**config.mk**
```make
export PLATFORM = sky130hd
export DESIGN_NAME = seq_mult_controller
export DESIGN_NICKNAME = d
export VERILOG_FILES = /design/src/rtl/seq_mult_controller.sv
export SDC_FILE = /design/constraint.sdc
export NUM_CORES = 1
export LEC_CHECK = 0
export CAP_MARGIN = 30
export CORE_ASPECT_RATIO = 0.9
export CORE_UTILIZATION = 55
export DETAILED_ROUTE_END_ITERATION = 7
export PLACE_DENSITY = 0.79
export SYNTH_ARGS = -nofsm -noshare
export SYNTH_HDL_FRONTEND = slang
export SYNTH_SLANG_ARGS = --single-unit
```
**constraint.sdc**
```tcl
create_clock -name clk -period 3.8 [get_ports clk]
set_input_delay 0.76 -clock clk [delete_from_list [all_inputs] [get_ports clk]]
set_output_delay 0.76 -clock clk [all_outputs]
set_load 0.005 [all_outputs]
```
**src/rtl/seq_mult_controller.sv**
```systemverilog
// Multi-cycle shift-and-add multiplier for sign-magnitude operands. The
// result and its sign are held between completions for the display decoders.
module seq_mult_controller #(
  parameter int MAG_W = 4
) (
  input  logic               clk,
  input  logic               rst_n,
  input  logic               start,
  input  logic [2*MAG_W+1:0] operands,
  output logic               ready,
  output logic               busy,
  output logic               done,
  output logic [2*MAG_W-1:0] result,
  output logic               sign
);

  typedef enum logic [1:0] {
    IDLE = 2'd0,
    CALC = 2'd1,
    DONE = 2'd2
  } state_t;

  state_t             state_r, state_nxt_s;
  logic [MAG_W-1:0]   mcand_r, mplier_r, cnt_r, mshift_s;
  logic               sl_r, sr_r, done_r, sign_r;
  logic [2*MAG_W-1:0] acc_r, acc_nxt_s, addend_s, result_r;
  logic               capture_s, last_s;

  // state register
  always_ff @(posedge clk or negedge rst_n) begin
    if (!rst_n) begin
      state_r <= IDLE;
    end else begin
      state_r <= state_nxt_s;
    end
  end

  // next-state logic; a start in DONE re-enters CALC with no idle cycle
  always_comb begin
    state_nxt_s = state_r;
    case (state_r)
      IDLE: begin
        if (start) state_nxt_s = CALC;
        else       state_nxt_s = IDLE;
      end
      CALC: begin
        if (last_s) state_nxt_s = DONE;
        else        state_nxt_s = CALC;
      end
      DONE: begin
        if (start) state_nxt_s = CALC;
        else       state_nxt_s = IDLE;
      end
      default: state_nxt_s = IDLE;
    endcase
  end

  // output decode; status flags are decoded from the state register only
  always_comb begin
    ready = 1'b0;
    busy  = 1'b0;
    case (state_r)
      IDLE:    ready = 1'b1;
      CALC:    busy  = 1'b1;
      DONE:    ready = 1'b1;
      default: ready = 1'b0;
    endcase
  end

  // partial-product step for the multiplier bit selected by cnt
  always_comb begin
    capture_s = 1'b0;
    if (start && (state_r == IDLE || state_r == DONE)) begin
      capture_s = 1'b1;
    end else begin
      capture_s = 1'b0;
    end
    mshift_s = mplier_r >> cnt_r;
    last_s   = (cnt_r == MAG_W'(MAG_W - 1));
    addend_s = {{MAG_W{1'b0}}, mcand_r} << cnt_r;
    if (mshift_s[0]) begin
      acc_nxt_s = acc_r + addend_s;
    end else begin
      acc_nxt_s = acc_r;
    end
  end

  // datapath: operand capture, accumulation and held result
  always_ff @(posedge clk or negedge rst_n) begin
    if (!rst_n) begin
      mcand_r  <= {MAG_W{1'b0}};
      mplier_r <= {MAG_W{1'b0}};
      sl_r     <= 1'b0;
      sr_r     <= 1'b0;
      acc_r    <= {(2*MAG_W){1'b0}};
      cnt_r    <= {MAG_W{1'b0}};
      result_r <= {(2*MAG_W){1'b0}};
      sign_r   <= 1'b0;
      done_r   <= 1'b0;
    end else begin
      done_r <= 1'b0;
      if (capture_s) begin
        mcand_r  <= operands[2*MAG_W:MAG_W+1];
        sl_r     <= operands[2*MAG_W+1];
        mplier_r <= operands[MAG_W-1:0];
        sr_r     <= operands[MAG_W];
        acc_r    <= {(2*MAG_W){1'b0}};
        cnt_r    <= {MAG_W{1'b0}};
      end else if (state_r == CALC) begin
        acc_r <= acc_nxt_s;
        cnt_r <= cnt_r + MAG_W'(1);
        if (last_s) begin
          result_r <= acc_nxt_s;
          // a zero magnitude is always shown as positive
          sign_r   <= (sl_r ^ sr_r) & (acc_nxt_s != {(2*MAG_W){1'b0}});
          done_r   <= 1'b1;
        end else begin
          done_r <= 1'b0;
        end
      end else begin
        done_r <= 1'b0;
      end
    end
  end

  assign done   = done_r;
  assign result = result_r;
  assign sign   = sign_r;

endmodule

```
Yosys cells after proc, flatten, opt, wreduce, memory -nomap -nowiden --
Cells that the tools add are included.
Word-level totals: bits in registers 34, word-level logic and storage cells 41, output and inout port bits 12
Cells by class: shift-type cells 2, reduce and logical (&&, ||, !) cells 7, add/sub/neg operators 2, equality and inequality tests 3, bitwise operators 3, multiplexer cells 14
Operator list (count):
- 8-bit two-way mux | 3
- 8-bit adder | 1
- 4-bit two-way mux | 2
- 8-bit nonzero test | 1
- 4-bit by 4-bit << shifter with 8-bit output | 1
- 1-bit two-way mux | 7
- 4-bit by 1-bit adder with 4-bit output (second input constant) | 1
- 4-bit by 2-bit == test with 1-bit output (second input constant) | 1
- 2-bit one-hot mux with 2 select lines | 1
- 4-bit by 4-bit >> shifter with 1-bit output | 1
- 3-bit AND reduction | 1
- 2-bit by 1-bit == test with 1-bit output (second input constant) | 1
- 2-bit == test (second input constant) | 1
- 2-bit logical NOT | 1
- 2-bit two-way mux | 1
- 2-bit nonzero test | 1
- 2-bit OR reduction | 1
- 1-bit AND | 1
- 1-bit logical AND | 1
- 1-bit logical OR | 1
- 1-bit NOT | 1
- 1-bit XOR | 1

Longest topological paths before layout --
depth after elaboration 6, mapped depth 12, depth with buffers taken out 11

Worst setup path after synthesis --
Ideal clock, no wire load.
path kind register to register, from reg cnt_r[0], to reg sign_r, in the netlist sign, arrival 2.841 ns, setup slack 0.825 ns, cell stages (with the launch flop) 10, required time 3.665 ns, path buffers 1, setup time 0.135 ns, clock period less this slack 2.975 ns, cell sequence dfrtp_1 -> buf_1 -> mux2i_1 -> nor4_1 -> ha_1 -> a211oi_1 -> nor3_1 -> or4_1 -> a2111oi_1 -> o211ai_1
On the way: longest elaborated chain between the ends 5, elaborated cells on any way between the ends 8, those cells by class 1 x add/sub; 1 x eq/ne; 2 x shift; 1 x mux; 1 x bitwise; 2 x reduce/logical
RTL lines:
- start, declared | RTL line 24 | logic [MAG_W-1:0] mcand_r, mplier_r, cnt_r, mshift_s;
- start signal, assigned | RTL line 96 | cnt_r <= {MAG_W{1'b0}};
- start signal, assigned | RTL line 108 | cnt_r <= {MAG_W{1'b0}};
- start signal, assigned | RTL line 111 | cnt_r <= cnt_r + MAG_W'(1);
- 4-bit by 4-bit << shifter with 8-bit output | RTL line 80 | addend_s = {{MAG_W{1'b0}}, mcand_r} << cnt_r;
- 8-bit adder | RTL line 82 | acc_nxt_s = acc_r + addend_s;
- 8-bit two-way mux | RTL line 81 | if (mshift_s[0]) begin
- 8-bit nonzero test | RTL line 115 | sign_r <= (sl_r ^ sr_r) & (acc_nxt_s != {(2*MAG_W){1'b0}});
- 1-bit AND | RTL line 115
- end signal, assigned | RTL line 115
- end, declared | RTL line 25 | logic sl_r, sr_r, done_r, sign_r;
Several ways; a longest one is shown, not always the timed one. A chain may end at the register's enable or synchronous reset.

Worst setup path after layout --
Ends and elaborated chain as after synthesis.

==> flow_summary_export.csv <==
group,metric,value,unit
status,outcome,"finished, final reports clean",
worst_setup_path,end_kind,"flip-flop",
timing,finalCritPeriodShare,0.8763,
floorplanning,dieArea,3881,um^2
timing,setup_viol,0,
worst_setup_path,max_stage_delay,640,ps
timing,min_period,3330,ps
run,drv_cap,0,
clock_network,cts_tree,"yes",
grt,grt_pass1_wl,7790,um
worst_setup_path,crit_fanout,13,
worst_setup_path,cp_slowest_cell,"dfrtp_1",
synthesis,syn_nets,254,
timing,drv_slew,0,
synthesis,yosys_register_bits,34,
synthesis,syn_inst,232,
grt,grt_pass1_vias,1568,
clock_network,cts_hold_buf,0,
final_layout,final_cell_mix,"52 x nand2_1, 34 x dfrtp_1, 24 x clkdlybuf4s50_1",
route,num_vias,1711,
final_layout,drive_above_1_share,0.05512,
final_layout,regArea,850.8,um^2
clock_network,htreeDepth,2,
final_layout,area_growth,20.15,%
worst_setup_path,cp_data_required_time,3960,ps
synthesis,yosysWarnings,0,
worst_setup_path,path_class,"flip-flop to flip-flop",
timing,whs,479.5,ps
route,wl_per_cell,15.59,um
power_and_ir_drop,max-vdd-ir-drop,0.0005956,V
route,drc,0,
timing,maxSlewHeadroom,0.3410,
placement,dp.final_hpwl,3223,um
synthesis,yosysTopAreaCell,"dfrtp_1",
clock_network,clk_pin_slew_worst_paths,70,ps
worst_setup_path,critPathLaunchType,"flip-flop",
power_and_ir_drop,leakage,1.092,nW
route,wl,4645,um
floorplanning,rows,20,
timing,rsz0062_at_grt,"no",
final_layout,nets,275,
placement,gp_congestion,0.9047,
floorplanning,initial_core_util,0.5832,
floorplanning,coreArea,3428,um^2
synthesis,yosys-top-cells-area,"dfrtp_1 43%, nand2_1 9.8%, ha_1 5.0%",
route,drt_iter0_markers,122,
grt,track_usage,0.2787,
grt,grt-ovfl-total,0,
clock_network,insertion_delay,300,ps
timing,finalHoldViolations,0,
final_layout,multi_input_area,1066,um^2
final_layout,fill_cells,265,
timing,finClkSkew,3.052,ps
final_layout,stdcell_count,298,
floorplanning,fp.dieW,65.56,um
timing,tns,0,ps
clock_network,post_cts_resized,0,
synthesis,netlist_area,1999,um^2
floorplanning,ios,25,
placement,place_inst,290,
clock_network,postCtsSetupBuffers,0,
clock_network,clkSinkCount,34,
grt,grt_max_degree,35,
clock_network,clockBufferDepth,2,
final_layout,final_util,0.7007,
final_layout,num_antenna_cells,0,
floorplanning,die_h,59.20,um
synthesis,syn_avg_cell_area,8.618,um^2
route,ant_nets,0,
worst_setup_path,crit_chain,"mux2i_1 -> nor4_1 -> ha_1 -> a211oi_1 -> nor3_1 -> or4_1 -> a2111oi_1 -> o211ai_1",
final_layout,layout_commonest_cell,"nand2_1",
route,viasPerCell,5.742,
power_and_ir_drop,p_per_area,946.7,nW/um^2
clock_network,numCtsBuffers,5,
worst_setup_path,arrival,3490,ps
synthesis,synth_top_area_share,0.4255,
worst_hold_path,holdCritPathClass,"flip-flop to flip-flop",
route,firstDrtPassIters,4,
synthesis,synth_cell_types,36,
timing,tightest_slew,986.5,ps
grt,antenna_found_initial,0,
timing,fmax,300.3,MHz
synthesis,seq_area_frac_synth,0.4255,
placement,port_buffers,24,
clock_network,cts_root_buffer,"clkbuf_8",
==> worst paths after layout <==
kind / startpoint / endpoint / slack [ps] / cells after the start
worst max-delay path: cnt_r[0] / sign / 470 / 8
worst min-delay path: mplier_r[3] / mplier_r[3] / 480 / 2
worst max register to register: cnt_r[0] / sign / 470 / 8
worst min register to register: mplier_r[3] / mplier_r[3] / 480 / 2
max in group asynchronous: rst_n / mplier_r[3] / 2620 / 2
min in group asynchronous: rst_n / result[1] / 870 / 2
==> synth_stat cells (all sizes together) <==
cell and count:
dfrtp 34, nand2 52, mux4 2, and2 3, nor4 2, o2111ai 2, nor2 19, inv 10
a211oi 5, a2111oi 1, a31oi 1, a311o 1, xor2 1, a31o 2, nor2b 4, fa 1
ha 8, buf 1, or4 3, nor3 5, a21oi 9, nand3 10, mux2i 8, o21ai 18
or4b 1, nor3b 2, nand4b 1, and3b 1, o21ba 1, o31ai 4, clkbuf 11, nand4 1
xnor2 4, o211ai 4
==> flip-flops by register name (all words and copies together), names as in the netlist <==
register / cells
sr_r: 1
mcand_r: 4
sl_r: 1
cnt_r: 4
mplier_r: 4
done: 1
result: 8
acc_r: 8
state_r: 2
sign: 1
==> final cells by class <==
class | count | share of cell area
multi-input combinational | 176 | 0.4437
sequential | 34 | 0.3542
timing repair buffer | 26 | 0.1063
clock buffer | 5 | 0.02865
clock inverter | 3 | 0.02865
tap | 44 | 0.02292
inverter | 10 | 0.01563
==> power breakdown <==
group | switching [mW] | leakage, nW | internal, mW | total (mW)
clock | 0.149 | 0.0683 | 0.263 | 0.412
sequential | 0.177 | 0.441 | 0.509 | 0.686
combinational | 0.663 | 0.583 | 0.513 | 1.18
==> cell families (layout without fill, tap and decap cells) <==
logic type | after synthesis | in the layout | synth area share
AND/OR/NAND/NOR | 104 | 104 | 0.2347
AO/OA/AOI/OAI | 48 | 48 | 0.1521
flip-flops | 34 | 34 | 0.4255
buffers and inverters | 22 | 44 | 0.04130
multiplexers | 10 | 10 | 0.06446
adder cells (fa/ha/maj) | 9 | 9 | 0.06008
XOR/XNOR | 5 | 5 | 0.02190
==> metrics by stage <==
step	instance area (um^2)	power, mW	setup WS (ps)
final	2402	2.274	469.9
after floorplan	1999	1.496	824.6
after CTS	2402	2.268	548.5
after detailed placement	2265	1.839	582.7
after global routing	2402	2.452	249.1
after global placement	2265	1.816	768.6
==> layer usage <==
metal / vias to the layer above / track usage / wire length, um
met5: - / 0 / 0
met4: 0 / 0.09317 / 70
met3: 5 / 0.06346 / 138
met2: 31 / 0.3947 / 2071
met1: 817 / 0.4203 / 2364
li1: 858 / - / -
==> worst max-delay path: cells and delay by family, from the launching register on <==
kind	cells	cell delay [ps]
AO/OA/AOI/OAI	3	1040
adder cells (fa/ha/maj)	1	340
flip-flops	1	640
multiplexers	1	170
AND/OR/NAND/NOR	3	1020
Note: power is estimated with default switching activity, not from simulation.
==> variant 1, RTL diff (same flow settings) <==
Encoding of `state_t`: now one-hot (3 bits for 3 states).
--- a/src/rtl/seq_mult_controller.sv
+++ b/src/rtl/seq_mult_controller.sv
@@ -14,10 +14,10 @@
   output logic               sign
 );
 
-  typedef enum logic [1:0] {
-    IDLE = 2'd0,
-    CALC = 2'd1,
-    DONE = 2'd2
+  typedef enum logic [2:0] {
+    IDLE = 3'b001,
+    CALC = 3'b010,
+    DONE = 3'b100
   } state_t;
 
   state_t             state_r, state_nxt_s;
Check against the original RTL: same outputs for any inputs over 10 cycles, from zero or initial values and one cycle with rst_n low; not proved beyond that.
==> variant 1 against the original RTL <==
  * Sequential power decreased by 6.0%
  * Synthesized area increased by 1.5%
  * Non-clock buffer count decreased by 1
  * Clock skew increased by 0.50 ps
  * Worst setup slack got worse by 31 ps
  * Power decreased by 17%
  * Core utilization decreased by 1.3 points
  * Routed wire length decreased by 7.9%
  * Sequential cell count increased by 1
  * Sequential share of layout area increased by 1.5 points
  * Final area decreased by 1.1%
  * Largest cell class unchanged
==> variant 1: results (changes against the original RTL) <==
metric;value;unit;change
cp.arrival;3540;ps;was 3490 ps
avgSynthCellArea;9.852;sq um;was 8.618 sq um
synth.area.mux_share;0.1073;;was 0.06446
hold_path.startpoint;mplier_r[2];;was mplier_r[3]
setup_tns;0;ps;unchanged
post-cts-setup-buffers;0;;unchanged
place.gp.congestion;0.9527;;was 0.9047
cts_resized;0;;unchanged
skew;3.556;ps;was 3.052 ps
wirelength;4276;microns;was 4645 microns
htree_levels;2;;unchanged
use_met3;0.04038;;was 0.06346
postCtsHoldBufs;0;;unchanged
yosysWarnings;0;;unchanged
fillerInstances;265;;unchanged
outcome;finished, final reports clean;;unchanged
tightest_slew;704.4;ps;was 986.5 ps
cap_violations;0;;unchanged
detailed_place_hpwl;3138;microns;was 3223 microns
numCtsBuffers;5;;unchanged
synth.distinct_cells;48;;was 36
whs_path_depth;1;;was 2
antenna_found_initial;0;;unchanged
synth_nets;228;;was 254
grt_pass1_vias;1520;;was 1568
fin_nets;252;;was 275
met2_usage;0.4067;;was 0.3947
grt_usage;0.2436;;was 0.2787
grt_max_degree;36;;was 35
p_leak;1.028;nW;was 1.092 nW
clk_pin_slew_worst_paths;70;ps;about the same
synth_common_cells;dfrtp_1, nor2_1, nand2_1;;was nand2_1, dfrtp_1, nor2_1
synth-adder-area-share;0.05919;;was 0.06008
dpl.cell_count;267;;was 290
drive_above_1_share;0.06494;;was 0.05512
wl_per_cell;15.55;microns;was 15.59 microns
synth-xor-area-share;0.03453;;was 0.02190
vias_per_cell;5.938;;was 5.742
ir_worst_vdd;428.1;uV;was 595.6 uV
antenna_cells;0;;unchanged
ys_seq_area_frac;0.4322;;was 0.4255
drtIter0Drc;75;;was 122
use_met1;0.2984;;was 0.4203
synth_compound_area_frac;0.1609;;was 0.1521
netlist_top_cells_area;dfrtp_1, mux2_1, nor2_1, ha_1, nand2_1;;was dfrtp_1, nand2_1, ha_1, o21ai_0, mux2i_1
synth_ff_type;dfrtp_1;;unchanged
crit_path_max_fanout;13;;unchanged
grt_pass1_wl;6975;microns;was 7790 microns
==> variant 1: cell type report <==
cell class	count	area [sq um]	area share
inverters	7	27.53	0.01159
clock inverters	1	5.005	0.002107
multi-input cells	156	1086	0.4573
well taps	44	55.05	0.02318
flip-flops and latches	35	877.1	0.3693
repair buffers	25	247.7	0.1043
clock buffers	7	76.32	0.03214
==> variant 1: worst max-delay path: cells and delay by family, from the launching register on <==
kind | cells | cell delay [ps]
compound gates | 3 | 1130
mux | 1 | 170
simple gates | 3 | 960
fa+ha+maj | 1 | 330
flops | 1 | 650
==> variant 1: final timing paths <==
check	to	slack, ps
max reg2reg	sign	440
min in group asynchronous	done	880
max in group asynchronous	state_r[0]	2580
max	sign	440
min reg2reg	mplier_r[2]	480
min	mplier_r[2]	480
==> variant 1: logic make-up after synthesis <==
kind of cell	after synthesis
mux	18
fa+ha+maj	9
compound gates	47
flops	35
simple gates	74
buf+inv	15
xor+xnor	8
==> variant 1: layer usage <==
metal | share of wire | wire length (microns)
met5 | 0 | 0
met4 | 0.033 | 140
met3 | 0.071 | 304
met2 | 0.47 | 2004
met1 | 0.43 | 1826
==> variant 1: power breakdown <==
group	leakage [nW]	internal (mW)	switching (mW)	total, mW
Clock	0.0422	0.128	0.132	0.260
Sequential	0.457	0.501	0.144	0.645
Combinational	0.528	0.444	0.546	0.990
==> variant 1: per-stage QoR <==
step / area [sq um] / setup WS [ps]
finish: 2375 / 439.2
global route: 2375 / 124.7
CTS: 2375 / 436.3
detailed placement: 2293 / 464.9
global placement: 2293 / 554.7
floorplan: 2029 / 732.8
==> variant 2, RTL diff (same settings) <==
Without the edit above. `MAG_W`: 4 -> 3.
--- a/src/rtl/seq_mult_controller.sv
+++ b/src/rtl/seq_mult_controller.sv
@@ -1,7 +1,7 @@
 // Multi-cycle shift-and-add multiplier for sign-magnitude operands. The
 // result and its sign are held between completions for the display decoders.
 module seq_mult_controller #(
-  parameter int MAG_W = 4
+  parameter int MAG_W = 3
 ) (
   input  logic               clk,
   input  logic               rst_n,
Interface: changed (resized operands and result); port bits go from 25 to 21. The function was not compared with the original's and may differ.
==> variant 2 against the original RTL <==
  * Routed wire length decreased by 34%
  * Sequential cell count down 7
  * Count of clock-buffer cells in the layout fell by 1
  * Hold slack improved by 31 ps
  * Synthesized area down 26%
  * Final area is 29% lower
  * Power down 33%
  * Maximum frequency rose by 29%
  * Cell count is 36% lower
  * Worst setup slack gained 740 ps
  * Sequential share of layout area is 3.9 points higher
  * Critical path type unchanged
  * Largest cell class unchanged
  * Largest power group unchanged
==> variant 2: results (changes against the original RTL) <==
metric;value;unit;change
dpl_worst_slack;1274;ps;was 582.7 ps
detailed_place_hpwl;2269;microns;was 3223 microns
slowest_delay;560;ps;was 640 ps
grt_usage;0.2268;;was 0.2787
postSynthCellCount;141;;was 232
synth-adder-area-share;0.07270;;was 0.06008
crit_path_max_fanout;14;;was 13
drive_above_1_share;0.1296;;was 0.05512
numPortBuffers;20;;was 24
synth_compound_area_frac;0.1530;;was 0.1521
dpl.cell_count;186;;was 290
drtIter0Drc;30;;was 122
grt_pass1_vias;1022;;was 1568
drtPass1Iterations;4;;unchanged
clk_pin_slew_worst_paths;140;ps;was 70 ps
synth_common_cells;dfrtp_1, nand2_1, nor2_1;;was nand2_1, dfrtp_1, nor2_1
vias_per_cell;5.858;;was 5.742
fillerInstances;193;;was 265
ir_worst_vdd;432.2;uV;was 595.6 uV
clk_latency;320;ps;was 300 ps
outcome;finished, final reports clean;;unchanged
p_leak;0.7982;nW;was 1.092 nW
grt_pass1_wl;4802;microns;was 7790 microns
placed_cell_area;0.001690;sq mm;was 0.002265 sq mm
synth.area.mux_share;0.1090;;was 0.06446
power_density;891.1;mW/mm^2;was 946.7 mW/mm^2
htree_levels;1;;was 2
ys_seq_area_frac;0.4565;;was 0.4255
cp.arrival;2800;ps;was 3490 ps
synth-xor-area-share;0.03550;;was 0.02190
synth.distinct_cells;37;;was 36
numCtsBuffers;3;;was 5
vias;1113;;was 1711
netlist_top_cells_area;dfrtp_1, mux2_2, ha_1, mux2i_1, nand2_1;;was dfrtp_1, nand2_1, ha_1, o21ai_0, mux2i_1
place.gp.congestion;0.9242;;was 0.9047
skew;8.179;ps;was 3.052 ps
netlist.area_leader.share;0.4565;;was 0.4255
wirelength;3058;microns;was 4645 microns
grt_max_degree;28;;was 35
tightest_slew;471.4;ps;was 986.5 ps
fin_nets;182;;was 275
## variant 2: changes by cell type after synthesis, sizes merged, moves of 7 or more
cell / delta
nand2: -37
clkbuf: -11
mux2: +9
nand3: -9
dfrtp: -7
nor2: -7
## variant 2: logic make-up (layout without fill, tap and decap cells)
group,Yosys count,in the layout
and+or+nand+nor,39,39
adders and majority gates,8,8
xor gates and xnor gates,6,6
DFF,27,27
muxes,15,15
AOI/OAI and AO/OA,33,33
buffers and inverters,13,34
## variant 2: per-layer routing
metal / track usage / share of wire
met1: 0.3043 / 0.45
met2: 0.3710 / 0.51
met3: 0.02532 / 0.029
met4: 0.1083 / 0.0085
met5: 0 / 0
## variant 2: worst paths after layout
path / cells after the start / startpoint / slack, ps / end
max reg2reg: 6 / cnt_r[0] / 1210 / sign
min in group asynchronous: 2 / rst_n / 790 / acc_r[5]
max in group asynchronous: 2 / rst_n / 2750 / acc_r[3]
min reg2reg: 2 / result[2] / 510 / result[2]
max: 6 / cnt_r[0] / 1210 / sign
min: 2 / result[2] / 510 / result[2]
## variant 2: where the power goes
group	switching, mW	internal (mW)	leakage [nW]
registers	0.132	0.410	0.343
logic	0.456	0.411	0.440
clock network	0.0793	0.0411	0.0150
## variant 2: worst max-delay path, delay by kind of cell (launching register included)
family / cells / cell delay, ps
AO/OA/AOI/OAI: 2 / 400
flip-flops: 1 / 560
AND/OR/NAND/NOR: 2 / 790
adder cells (fa/ha/maj): 2 / 730
## variant 2: final cells by class
class / instances / share of cell area
Multi-Input combinational cell: 101 / 0.4278
Inverter: 8 / 0.01749
Timing Repair Buffer: 22 / 0.1254
Tap cell: 28 / 0.02041
Sequential cell: 27 / 0.3936
Clock buffer: 4 / 0.01531
